`config.mk`:
```
export PLATFORM = sky130hd
export DESIGN_NAME = countdown_ctrl
export DESIGN_NICKNAME = d
export VERILOG_FILES = /design/src/rtl/countdown_ctrl.sv
export SDC_FILE = /design/constraint.sdc
export NUM_CORES = 1
export LEC_CHECK = 0
export BUFFER_PORTS_ARGS = -buffer_cell sky130_fd_sc_hd__clkbuf_2
export CORE_MARGIN = 1.5
export CORE_UTILIZATION = 49
export DETAILED_ROUTE_END_ITERATION = 10
export GPL_TIMING_DRIVEN = 1
export PLACE_DENSITY = 0.84
export SKIP_CTS_REPAIR_TIMING = 1
export SLEW_MARGIN = 20
export SYNTH_ARGS = -nofsm -noshare
export SYNTH_HDL_FRONTEND = slang
export SYNTH_SLANG_ARGS = --single-unit
```
`constraint.sdc`:
```
create_clock -name clk -period 2.53 [get_ports clk]
set_input_delay 0.6325 -clock clk [delete_from_list [all_inputs] [get_ports clk]]
set_output_delay 0.6325 -clock clk [all_outputs]
set_load 0.02 [all_outputs]
```
`src/rtl/countdown_ctrl.sv`:
```
// countdown_ctrl: sequencer for the minute/second countdown datapath.
// Divides clk to a 1 Hz tick, turns set/start/pause/clear commands into
// datapath load/tick strobes, and raises a timed alarm on expiry.
//
// Ports:
//   clk, rst         system clock, synchronous active-high reset
//   cmd_set          one-cycle pulse, loads set_minute (clamped to MAX_MIN)
//   set_minute       requested minutes, sampled with cmd_set
//   cmd_start        one-cycle pulse, start (ARMED) or resume (PAUSE)
//   cmd_pause        one-cycle pulse, pause while running
//   cmd_clear        one-cycle pulse, abort and zero the datapath
//   tmr_minute       current datapath minutes
//   tmr_second       current datapath seconds
//   tmr_load         one-cycle load strobe to the datapath
//   tmr_load_minute  minute value presented with tmr_load
//   tmr_tick         one-cycle decrement enable, once per second in RUN
//   state            IDLE=0 ARMED=1 RUN=2 PAUSE=3 EXPIRED=4
//   running          high while state is RUN
//   alarm            high for ALARM_SEC seconds after expiry
module countdown_ctrl #(
    parameter int CLK_HZ    = 4000000,
    parameter int CNT_W     = 22,
    parameter int MAX_MIN   = 99,
    parameter int ALARM_SEC = 5
) (
    input  logic       clk,
    input  logic       rst,
    input  logic       cmd_set,
    input  logic [6:0] set_minute,
    input  logic       cmd_start,
    input  logic       cmd_pause,
    input  logic       cmd_clear,
    input  logic [6:0] tmr_minute,
    input  logic [5:0] tmr_second,
    output logic       tmr_load,
    output logic [6:0] tmr_load_minute,
    output logic       tmr_tick,
    output logic [2:0] state,
    output logic       running,
    output logic       alarm
);

    typedef enum logic [2:0] {
        IDLE    = 3'd0,
        ARMED   = 3'd1,
        RUN     = 3'd2,
        PAUSE   = 3'd3,
        EXPIRED = 3'd4
    } state_t;

    localparam logic [CNT_W-1:0] PRE_MAX    = CNT_W'(CLK_HZ - 1);
    localparam logic [CNT_W-1:0] ALARM_LAST = CNT_W'(ALARM_SEC - 1);
    localparam logic [6:0]       MAX_M      = 7'(MAX_MIN);

    state_t           state_q, state_d;
    logic [CNT_W-1:0] pre_q, pre_d;
    logic [CNT_W-1:0] acnt_q, acnt_d;
    logic             alarm_q, alarm_d;
    logic             load_q, load_d;
    logic [6:0]       load_min_q, load_min_d;
    logic             tick_q, tick_d;
    logic             running_q;

    logic             wrap;
    logic             zero;
    logic             set_ok;
    logic [6:0]       clamped;

    assign wrap    = (pre_q == PRE_MAX);
    assign zero    = (tmr_minute == 7'd0) && (tmr_second == 6'd0);
    // set is ignored (treated as absent) in RUN or with a zero request
    assign set_ok  = cmd_set && (state_q != RUN) && (set_minute != 7'd0);
    assign clamped = (set_minute > MAX_M) ? MAX_M : set_minute;

    always_comb begin
        state_d    = state_q;
        pre_d      = pre_q;
        acnt_d     = acnt_q;
        alarm_d    = alarm_q;
        load_d     = 1'b0;
        load_min_d = load_min_q;
        tick_d     = 1'b0;

        if (cmd_clear) begin
            state_d    = IDLE;
            load_d     = 1'b1;
            load_min_d = 7'd0;
            pre_d      = '0;
            alarm_d    = 1'b0;
            acnt_d     = '0;
        end else if (set_ok) begin
            state_d    = ARMED;
            load_d     = 1'b1;
            load_min_d = clamped;
            alarm_d    = 1'b0;
            acnt_d     = '0;
        end else if (cmd_pause && state_q == RUN) begin
            state_d = PAUSE;
        end else if (cmd_start && state_q == ARMED) begin
            state_d = RUN;
            pre_d   = '0;
        end else if (cmd_start && state_q == PAUSE) begin
            // prescaler kept so the fractional second survives the pause
            state_d = RUN;
        end else begin
            case (state_q)
                RUN: begin
                    if (zero) begin
                        state_d = EXPIRED;
                        pre_d   = '0;
                        alarm_d = 1'b1;
                        acnt_d  = '0;
                    end else if (wrap) begin
                        pre_d  = '0;
                        tick_d = 1'b1;
                    end else begin
                        pre_d = pre_q + CNT_W'(1);
                    end
                end
                EXPIRED: begin
                    if (wrap) begin
                        pre_d = '0;
                        if (alarm_q) begin
                            if (acnt_q == ALARM_LAST) begin
                                alarm_d = 1'b0;
                                acnt_d  = '0;
                            end else begin
                                acnt_d = acnt_q + CNT_W'(1);
                            end
                        end
                    end else begin
                        pre_d = pre_q + CNT_W'(1);
                    end
                end
                default: ;
            endcase
        end
    end

    always_ff @(posedge clk) begin
        if (rst) begin
            state_q    <= IDLE;
            pre_q      <= '0;
            acnt_q     <= '0;
            alarm_q    <= 1'b0;
            load_q     <= 1'b0;
            load_min_q <= 7'd0;
            tick_q     <= 1'b0;
            running_q  <= 1'b0;
        end else begin
            state_q    <= state_d;
            pre_q      <= pre_d;
            acnt_q     <= acnt_d;
            alarm_q    <= alarm_d;
            load_q     <= load_d;
            load_min_q <= load_min_d;
            tick_q     <= tick_d;
            running_q  <= (state_d == RUN);
        end
    end

    assign tmr_load        = load_q;
    assign tmr_load_minute = load_min_q;
    assign tmr_tick        = tick_q;
    assign state           = state_q;
    assign running         = running_q;
    assign alarm           = alarm_q;

endmodule
```
After elaboration in Yosys (flattened, before gate mapping)
Cells that the tools add are included.
{ "word_totals": {"reg_bits": 58, "latch_bits": 0, "ram_bits": 0, "rom_bits": 0, "n_memories": 0} }
{ "classes": {"addsub": 2, "multipliers": 0, "div_mod_pow": 0, "n_lt_le_gt_ge": 1, "n_eq_ne": 12, "shift": 0, "muxes": 26, "n_bitwise": 5, "n_reduce_logical": 17} }
{ "ops": {"columns": ["op", "n"], "rows": [
  ["$mux W22", 8],
  ["$pmux W22 S2", 2],
  ["$add A22 B1 Y22 const B", 2],
  ["$eq A22 B22 Y1 const B", 1],
  ["$eq A22 B3 Y1 const B", 1],
  ["$mux W3", 7],
  ["$eq A3 B2 Y1 const B", 3],
  ["$ne A2 B2 Y1 const B", 4],
  ["$reduce_or A8 Y1", 1],
  ["$gt A7 B7 Y1 const B", 1],
  ["$logic_not A7 Y1", 1],
  ["$mux W1", 7],
  ["$mux W7", 1],
  ["$reduce_and A7 Y1", 1],
  ["$reduce_bool A7 Y1", 1],
  ["$logic_and A1 B1 Y1", 6],
  ["$logic_not A6 Y1", 1],
  ["$reduce_and A6 Y1", 1],
  ["$not A1 Y1", 5],
  ["$reduce_and A4 Y1", 1],
  ["$eq A3 B1 Y1 const B", 1],
  ["$eq A3 B3 Y1 const B", 1],
  ["$ne A3 B2 Y1 const B", 1],
  ["$reduce_bool A3 Y1", 1],
  ["other kinds (4)", 4]
]} }

Logic depth before layout (Yosys ltp)
Gate-level depths: netlist of run 1.
{ "depth": {"ltp_word": 10, "mapped_depth": 9, "depth_no_buf": 7} }

Worst setup path before layout of run 1
No wires, ideal clock.
{ "synth_path": {"path_type": "input port to flip-flop", "from": "in tmr_minute[1]", "to": "reg acnt_q[19]", "setup_time_ps": 70, "arrival_ps": 2333, "path_slack_ps": 127, "stages": 8, "path_buffers": 2, "path_cell_list": "nor4_1 > nand4_1 > or2_1 > buf_6 > a21o_1 > buf_6 > or4_1 > a21oi_1"} }
{ "synth_via": {"elab_chain_cells": 4} }
{ "synth_lines": {"columns": ["item", "line", "rtl"], "rows": [
  ["from (decl)", "33", "input logic [6:0] tmr_minute,"],
  ["$logic_not A7 Y1", "70", "assign zero = (tmr_minute == 7'd0) && (tmr_second == 6'd0);"],
  ["$logic_and A1 B1 Y1", "70", null],
  ["$ne A2 B2 Y1 (no source line)", null, null],
  ["$reduce_and A7 Y1 (no source line)", null, null],
  ["to (signal assigned)", "153", "acnt_q <= acnt_d;"],
  ["to (decl)", "57", "logic [CNT_W-1:0] acnt_q, acnt_d;"]
]} }
No other way between the ends.
A chain may end at the register's enable or synchronous reset.

Final worst setup path of run 1
{ "layout_path": {"from": "reg pre_q[7]", "to": "reg acnt_q[19]"} }
{ "layout_via": {"elab_chain_cells": 3} }
{ "layout_lines": {"columns": ["item", "line", "rtl"], "rows": [
  ["from (decl)", "56", "logic [CNT_W-1:0] pre_q, pre_d;"],
  ["from (signal assigned)", "152", "pre_q <= pre_d;"],
  ["$eq A22 B22 Y1", "69", "assign wrap = (pre_q == PRE_MAX);"],
  ["$ne A2 B2 Y1 (no source line)", null, null],
  ["$reduce_and A7 Y1 (no source line)", null, null]
]} }
No other way between the ends.

==> flow_summary.yaml, run 1 <==
status:
  run_status: "completed"
die:
  rows: 28
  fp.coreArea_um2: 6026
  pin_count: 40
  dieArea_um2: 6840
  height_of_the_die_um: 82.71
  die-width_um: 82.71
  initial_core_util_pct: 51.66
power:
  seq_power_share_pct: 44.0
  power_density_nw_per_um2: 567.3
  p_sw_mw: 0.4368
  swShare_pct: 20.82
  combinationalPowerShare_pct: 4.5
  p_leak_nw: 1.325
  power_frac_clock_pct: 51.4
  peakVddDrop_v: 0.0005569
  power.internal_mw: 1.662
synth:
  synthesized_area_fraction_occupied_by_xor_and_xnor_cells_pct: 5.064
  synth_async_sr_flop_share_pct: 0
  mappedNetlistNets: 425
  synth_top_family_by_area: "simple AND/OR/NAND/NOR gates"
  synth_compound_gate_area_share_pct: 15.51
  synth.yosys.warnings: 0
  synth_enable_flop_cells: 0
  synth.yosys.seq_area_share_pct: 37.30
  synth_cell_types: 53
  syn_area_per_cell_um2: 7.861
  total_of_flip_flops_plus_latches_after_synthesis: 58
  synthSimpleGateAreaFrac_pct: 35.89
  netlist_area_pre_place_um2: 3113
  post_synth_fa_ha_maj_area_fraction_pct: 1.206
  mux_contribution_to_synthesized_area_pct: 0.9646
  synthFlopType: "dfxtp_1"
  synthesis.instances: 396
sta:
  finalCriticalPeriod_ns: 2.269
  grt_setup_unrepaired: "no"
  finalHoldViolCount: 0
  final.setup.tns_ns: 0
  max_clock_freq_ghz: 0.4408
  worstMarginPinSlew_ns: 0.5621
  final_worst_setup_slack_ns: 0.2613
  finalClockSkew_ns: 0.008235
  slew_viol_final: 0
  final.period_utilization_pct: 89.67
  finalSetupViolCount: 0
  slew_headroom_pct: 62.30
route:
  routed_wirelength_um: 7769
  drt_first_iter_violations: 261
  wire_per_inst_um: 14.85
  route.antenna.remaining_nets: 0
  via_per_inst: 6.025
  drt_pass1_iterations: 5
  route.detailed.drc: 0
  via_count: 3151
grt:
  gr-total-overflow: 0
  track_usage_pct: 23.78
  grt_start_max_net_pins: 21
  grt_pass1_wl_um: 12420
  grt_pass1_vias: 2726
  grt_antenna_before_repair: 0
setup_path:
  endpoint_of_the_most_critical_register_to_register_path: "acnt_q[19]$_SDFFE_PP0P_"
  critical_path.reg2reg.startpoint: "pre_q[7]$_SDFFE_PP0P_"
  crit_path_cell_trace: "nor4bb_1, and4_1, nand4_1, a21o_1, or4_1, a21oi_1"
  critPathCapture: "acnt_q[19]$_SDFFE_PP0P_"
  reg2regPathDepth: 6
  path_max_fanout: 14
  crit_slowest_cell: "or4_1"
  required_ns: 2.80
  start_kind: "register"
  timing.critical_path.arrival_ns: 2.54
  cp_slowest_stage_delay_ns: 0.51
  setup.worst_path.end_class: "register"
  regToRegSetupSlack_ns: 0.26
  criticalPathCategory: "register to register"
  critical_path_startpoint: "pre_q[7]$_SDFFE_PP0P_"
cells_and_area:
  syn_to_final_growth_pct: 18.81
  insertedDiodeCount: 0
  utilization_pct: 61.38
  nNetsFinal: 472
  n_fill_cell: 515
  post_route_cells_drive_above_1_share_pct: 17.63
placed_design:
  dpl.hpwl_um: 5412
  place.port_buffers: 39
  gpl.final_weighted_congestion: 0.8802
  preCtsSetupSlack_ns: 0.07986
min_path:
  hold_wc_path_type: "input port to register"
cts:
  cts_max_level: 3
  cts_num_sinks: 58
  master_cell_of_the_clock_root_buffer: "clkbuf_8"
  cts.path.max_buffers: 2
  clock_latency_ns: 0.34
  total_clock_buffers_created_by_cts: 9
  tritoncts_clock_tree: "done"
  path_clk_slew_ns: 0.07
job:
  cap_viol_max_count: 0
registers in the layout, indices dropped and copies added, names as in the netlist:
signal / flops
alarm: 1
running: 1
state: 3
tmr_tick: 1
acnt_q: 22
tmr_load_minute: 7
tmr_load: 1
pre_q: 22
placed cells by master (no fill, tap or decap), types with 6 or more instances in the layout:
cell type  count
dfxtp_1       58
nor2_1        65
or4_1          7
xor2_1        10
a21oi_1       29
nand4_1       17
nand3b_1       6
nand3_1       17
clkbuf_8      11
nor3_1        12
nor4_1         9
clkbuf_2      39
and3_1         6
a31oi_1        9
buf_4         18
nand2_1       26
and4_1         9
xnor2_1        8
o21ai_1       19
inv_1          7
synthesized netlist by cell type (4+ instances only):
| cell type | instances | area share (%) |
|---|---|---|
| nand4_1 | 17 | 3.4 |
| a21oi_1 | 29 | 4.7 |
| a211oi_1 | 4 | 0.96 |
| and3_1 | 6 | 1.2 |
| nand3_1 | 17 | 2.7 |
| xor2_1 | 10 | 2.8 |
| nor2b_1 | 5 | 1.0 |
| a31oi_1 | 9 | 1.8 |
| nor2_1 | 65 | 7.8 |
| buf_2 | 5 | 0.80 |
| or4_1 | 7 | 1.7 |
| nor4_1 | 9 | 1.8 |
| o21ai_1 | 19 | 3.1 |
| and4_1 | 9 | 2.5 |
| and2_1 | 5 | 1.0 |
| nand2_1 | 26 | 3.1 |
| xnor2_1 | 8 | 2.3 |
| nor3_1 | 12 | 1.9 |
| clkbuf_1 | 13 | 1.6 |
| dfxtp_1 | 58 | 37 |
| nand3b_1 | 6 | 1.4 |
| inv_1 | 7 | 0.84 |
layer usage:
layer | vias to the layer above | wire length [um] | global-route usage [%]
met5 | - | 0 | 0
met4 | 0 | 103 | 8.500
met3 | 12 | 385 | 5.385
met2 | 102 | 3822 | 39.19
met1 | 1487 | 3457 | 30.38
li1 | 1550 | - | -
worst max-delay path, delay by kind of cell, from the launching register on:
kind / cells / cell delay [ns]
simple gates: 4 / 1.23
flops: 1 / 0.46
compound gates: 2 / 0.51
final cells by class:
type / count / area, um2 / share of cell area [%]
inverters: 7 / 26.28 / 0.7104
flip-flops and latches: 58 / 1161 / 31.39
clock inverters: 5 / 100.1 / 2.706
multi-input cells: 310 / 1836 / 49.63
clock buffers: 11 / 151.4 / 4.093
well taps: 75 / 93.84 / 2.537
repair buffers: 57 / 330.3 / 8.931
power groups by stage:
stage | registers [mW] | logic [mW] | clock network, mW
6_report | 0.924 | 0.0950 | 1.08
5_1_grt | 0.924 | 0.103 | 1.13
4_1_cts | 0.924 | 0.0937 | 1.09
3_5_place_dp | 0.944 | 0.0927 | 0
3_3_place_gp | 0.944 | 0.0889 | 0
2_1_floorplan | 0.950 | 0.0427 | 0
kinds of logic (layout without fill, tap and decap cells):
| kind of cell | Yosys count | after routing |
|---|---|---|
| simple gates | 207 | 207 |
| compound gates | 79 | 79 |
| mux | 3 | 3 |
| fa+ha+maj | 3 | 3 |
| flops | 58 | 58 |
| buf+inv | 28 | 80 |
| xor+xnor | 18 | 18 |
worst min-delay path by stage:
stage / start / endpoint / slack [ns] / cells after the start
2_1_floorplan: acnt_q[8]$_SDFFE_PP0P_ / acnt_q[8]$_SDFFE_PP0P_ / 0.46 / 2
3_3_place_gp: tmr_load_minute[6]$_SDFFE_PP0P_ / tmr_load_minute[6]$_SDFFE_PP0P_ / 0.46 / 2
3_5_place_dp: tmr_load_minute[6]$_SDFFE_PP0P_ / tmr_load_minute[6]$_SDFFE_PP0P_ / 0.47 / 2
4_1_cts: rst / tmr_load$_SDFF_PP0_ / 0.45 / 2
5_1_grt: rst / tmr_load$_SDFF_PP0_ / 0.46 / 2
6_report: rst / tmr_load$_SDFF_PP0_ / 0.45 / 2
metrics by stage:
stage / instances / hold WS (ns) / area [um2] / total power [mW]
floorplan: 396 / 0.4631 / 3113 / 0.9926
global placement: 507 / 0.4590 / 3447 / 1.033
detailed placement: 507 / 0.4727 / 3447 / 1.037
CTS: 523 / 0.4488 / 3699 / 2.105
global route: 523 / 0.4568 / 3699 / 2.156
finish: 523 / 0.4521 / 3699 / 2.098
No activity file was read; power rests on OpenSTA's default activity.
==> run 2: changes to the inputs <==
--- a/config.mk
+++ b/config.mk
@@ -11,6 +11,7 @@
 export DETAILED_ROUTE_END_ITERATION = 10
 export GPL_TIMING_DRIVEN = 1
 export PLACE_DENSITY = 0.84
+export REMOVE_ABC_BUFFERS = 1
 export SKIP_CTS_REPAIR_TIMING = 1
 export SLEW_MARGIN = 20
 export SYNTH_ARGS = -nofsm -noshare
==> flow_summary.yaml, run 2 (same netlist as run 1, synthesis figures left out) <==
sta:
  finalHoldViolCount: 0
  grt_setup_unrepaired: "no"
  finalSetupViolCount: 0
  max_clock_freq_ghz: 0.4176
  slew_viol_final: 0
  final_hold_slack_ns: 0.4535
  final.period_utilization_pct: 94.66
  slew_headroom_pct: 55.67
  final_worst_setup_slack_ns: 0.1351
  finalClockSkew_ns: 0.01099
  worstMarginPinSlew_ns: 0.6610
  final.setup.tns_ns: 0
  finalCriticalPeriod_ns: 2.395
route:
  drt_pass1_iterations: 5
  route.detailed.drc: 0
  via_count: 3210
  drt_first_iter_violations: 333
  route.antenna.remaining_nets: 0
  via_per_inst: 6.149
  routed_wirelength_um: 7555
  wire_per_inst_um: 14.47
status:
  run_status: "completed"
min_path:
  whs_endpoint: "tmr_load$_SDFF_PP0_"
  worst_hold_path.num_cells: 2
  hold_wc_path_type: "input port to register"
  min-delay-start: "rst"
cts:
  master_cell_of_the_clock_root_buffer: "clkbuf_8"
  total_clock_buffers_created_by_cts: 9
  clock_latency_ns: 0.34
  cts_num_sinks: 58
  tritoncts_clock_tree: "done"
  path_clk_slew_ns: 0.06
  cts.path.max_buffers: 2
  cts_max_level: 3
grt:
  grt_start_max_net_pins: 19
  track_usage_pct: 23.27
  grt_antenna_before_repair: 0
  gr-total-overflow: 0
  grt_pass1_wl_um: 12330
  grt_pass1_vias: 2836
setup_path:
  start_kind: "register"
  timing.critical_path.arrival_ns: 2.61
  critical_path_startpoint: "acnt_q[16]$_SDFFE_PP0P_"
  worst-path-buf-inv: 1
  endpoint_of_the_most_critical_register_to_register_path: "acnt_q[17]$_SDFFE_PP0P_"
  crit_slowest_cell: "o31ai_2"
  cp_slowest_stage_delay_ns: 0.65
  crit_path_cell_trace: "nor4_1, nand3_1, o31ai_2, buf_4, a41oi_1, o21ai_1, a21oi_1"
  criticalPathCategory: "register to register"
  required_ns: 2.75
  reg2regPathDepth: 7
  path_max_fanout: 14
  regToRegSetupSlack_ns: 0.14
  setup.worst_path.end_class: "register"
  path_delay_family: "compound AO/OA/AOI/OAI gates"
  critical_path.reg2reg.startpoint: "acnt_q[16]$_SDFFE_PP0P_"
die:
  initial_core_util_pct: 51.66
  pin_count: 40
  dieArea_um2: 6840
  die-width_um: 82.71
  height_of_the_die_um: 82.71
  rows: 28
  fp.coreArea_um2: 6026
power:
  swShare_pct: 21.91
  combinationalPowerShare_pct: 4.7
  p_sw_mw: 0.4309
  p_leak_nw: 1.299
  power.internal_mw: 1.536
  seq_power_share_pct: 47.0
  power_density_nw_per_um2: 537.6
  power_frac_clock_pct: 48.3
  peakVddDrop_v: 0.0003624
cells_and_area:
  syn_to_final_growth_pct: 17.52
  final_cells: 522
  utilization_pct: 60.71
  layout.cells.most_common: "nor2_1"
  post_route_cells_drive_above_1_share_pct: 17.23
  most_frequent_cells_in_the_layout: "nor2_1, dfxtp_1, clkbuf_2"
  insertedDiodeCount: 0
  nNetsFinal: 471
placed_design:
  place_inst: 506
  preCtsSetupSlack_ns: 0.005324
  dpl.hpwl_um: 5331
  place.port_buffers: 39
  gpl.final_weighted_congestion: 0.9266
job:
  cap_viol_max_count: 0
## run 2: cell count changes in the layout (fill, tap and decap cells not counted), sizes merged
| cell | before | now |
|---|---|---|
| buf | 18 | 17 |
| bufinv | 3 | 2 |
| clkinvlp | 0 | 1 |
## run 2: stage by stage
stage               area [um2]  total power, mW
CTS                       3659            1.974
global placement          3440            1.034
detailed placement        3440            1.036
floorplan                 3013           0.9893
global route              3659            2.024
finish                    3659            1.967
## run 2: worst reg2reg max path: stages, from the launching register on
cell and delay, ns:
dfxtp_1 0.36, nor4_1 0.38, nand3_1 0.21, o31ai_2 0.65, buf_4 0.32, a41oi_1 0.08, o21ai_1 0.19, a21oi_1 0.08
## run 2: routing by layer
metal	up-vias	part of all wire, %	GRT usage, %
li1	1550	-	-
met1	1494	44	29.78
met2	145	47	37.32
met3	21	6.4	4.725
met4	0	2.4	11.17
met5	-	0	0
## run 2: area by class of cell
cell class / count / area [um2]
multi-input combinational: 310 / 1836
tap: 75 / 93.84
clock inverter: 5 / 77.57
timing repair buffer: 56 / 322.8
fill: 518 / 2367
inverter: 7 / 26.28
clock buffer: 11 / 141.4
sequential: 58 / 1161
## run 2: power by group through the flow
stage,combinational (mW),sequential (mW),clock [mW]
after floorplan,0.0382,0.951,0
after global placement,0.0901,0.944,0
final,0.0930,0.924,0.950
after detailed placement,0.0920,0.944,0
after global routing,0.102,0.924,0.999
after CTS,0.0924,0.924,0.958
## run 2: how the worst max path moves through the flow
stage                     slack, ns  cells past startpoint                      end
after CTS                      0.22                      7  acnt_q[17]$_SDFFE_PP0P_
after global placement         0.06                      7  acnt_q[17]$_SDFFE_PP0P_
after global routing           0.03                      7  acnt_q[17]$_SDFFE_PP0P_
after detailed placement      0.005                      7  acnt_q[19]$_SDFFE_PP0P_
after floorplan               -0.74                      6  acnt_q[16]$_SDFFE_PP0P_
final                          0.14                      7  acnt_q[17]$_SDFFE_PP0P_
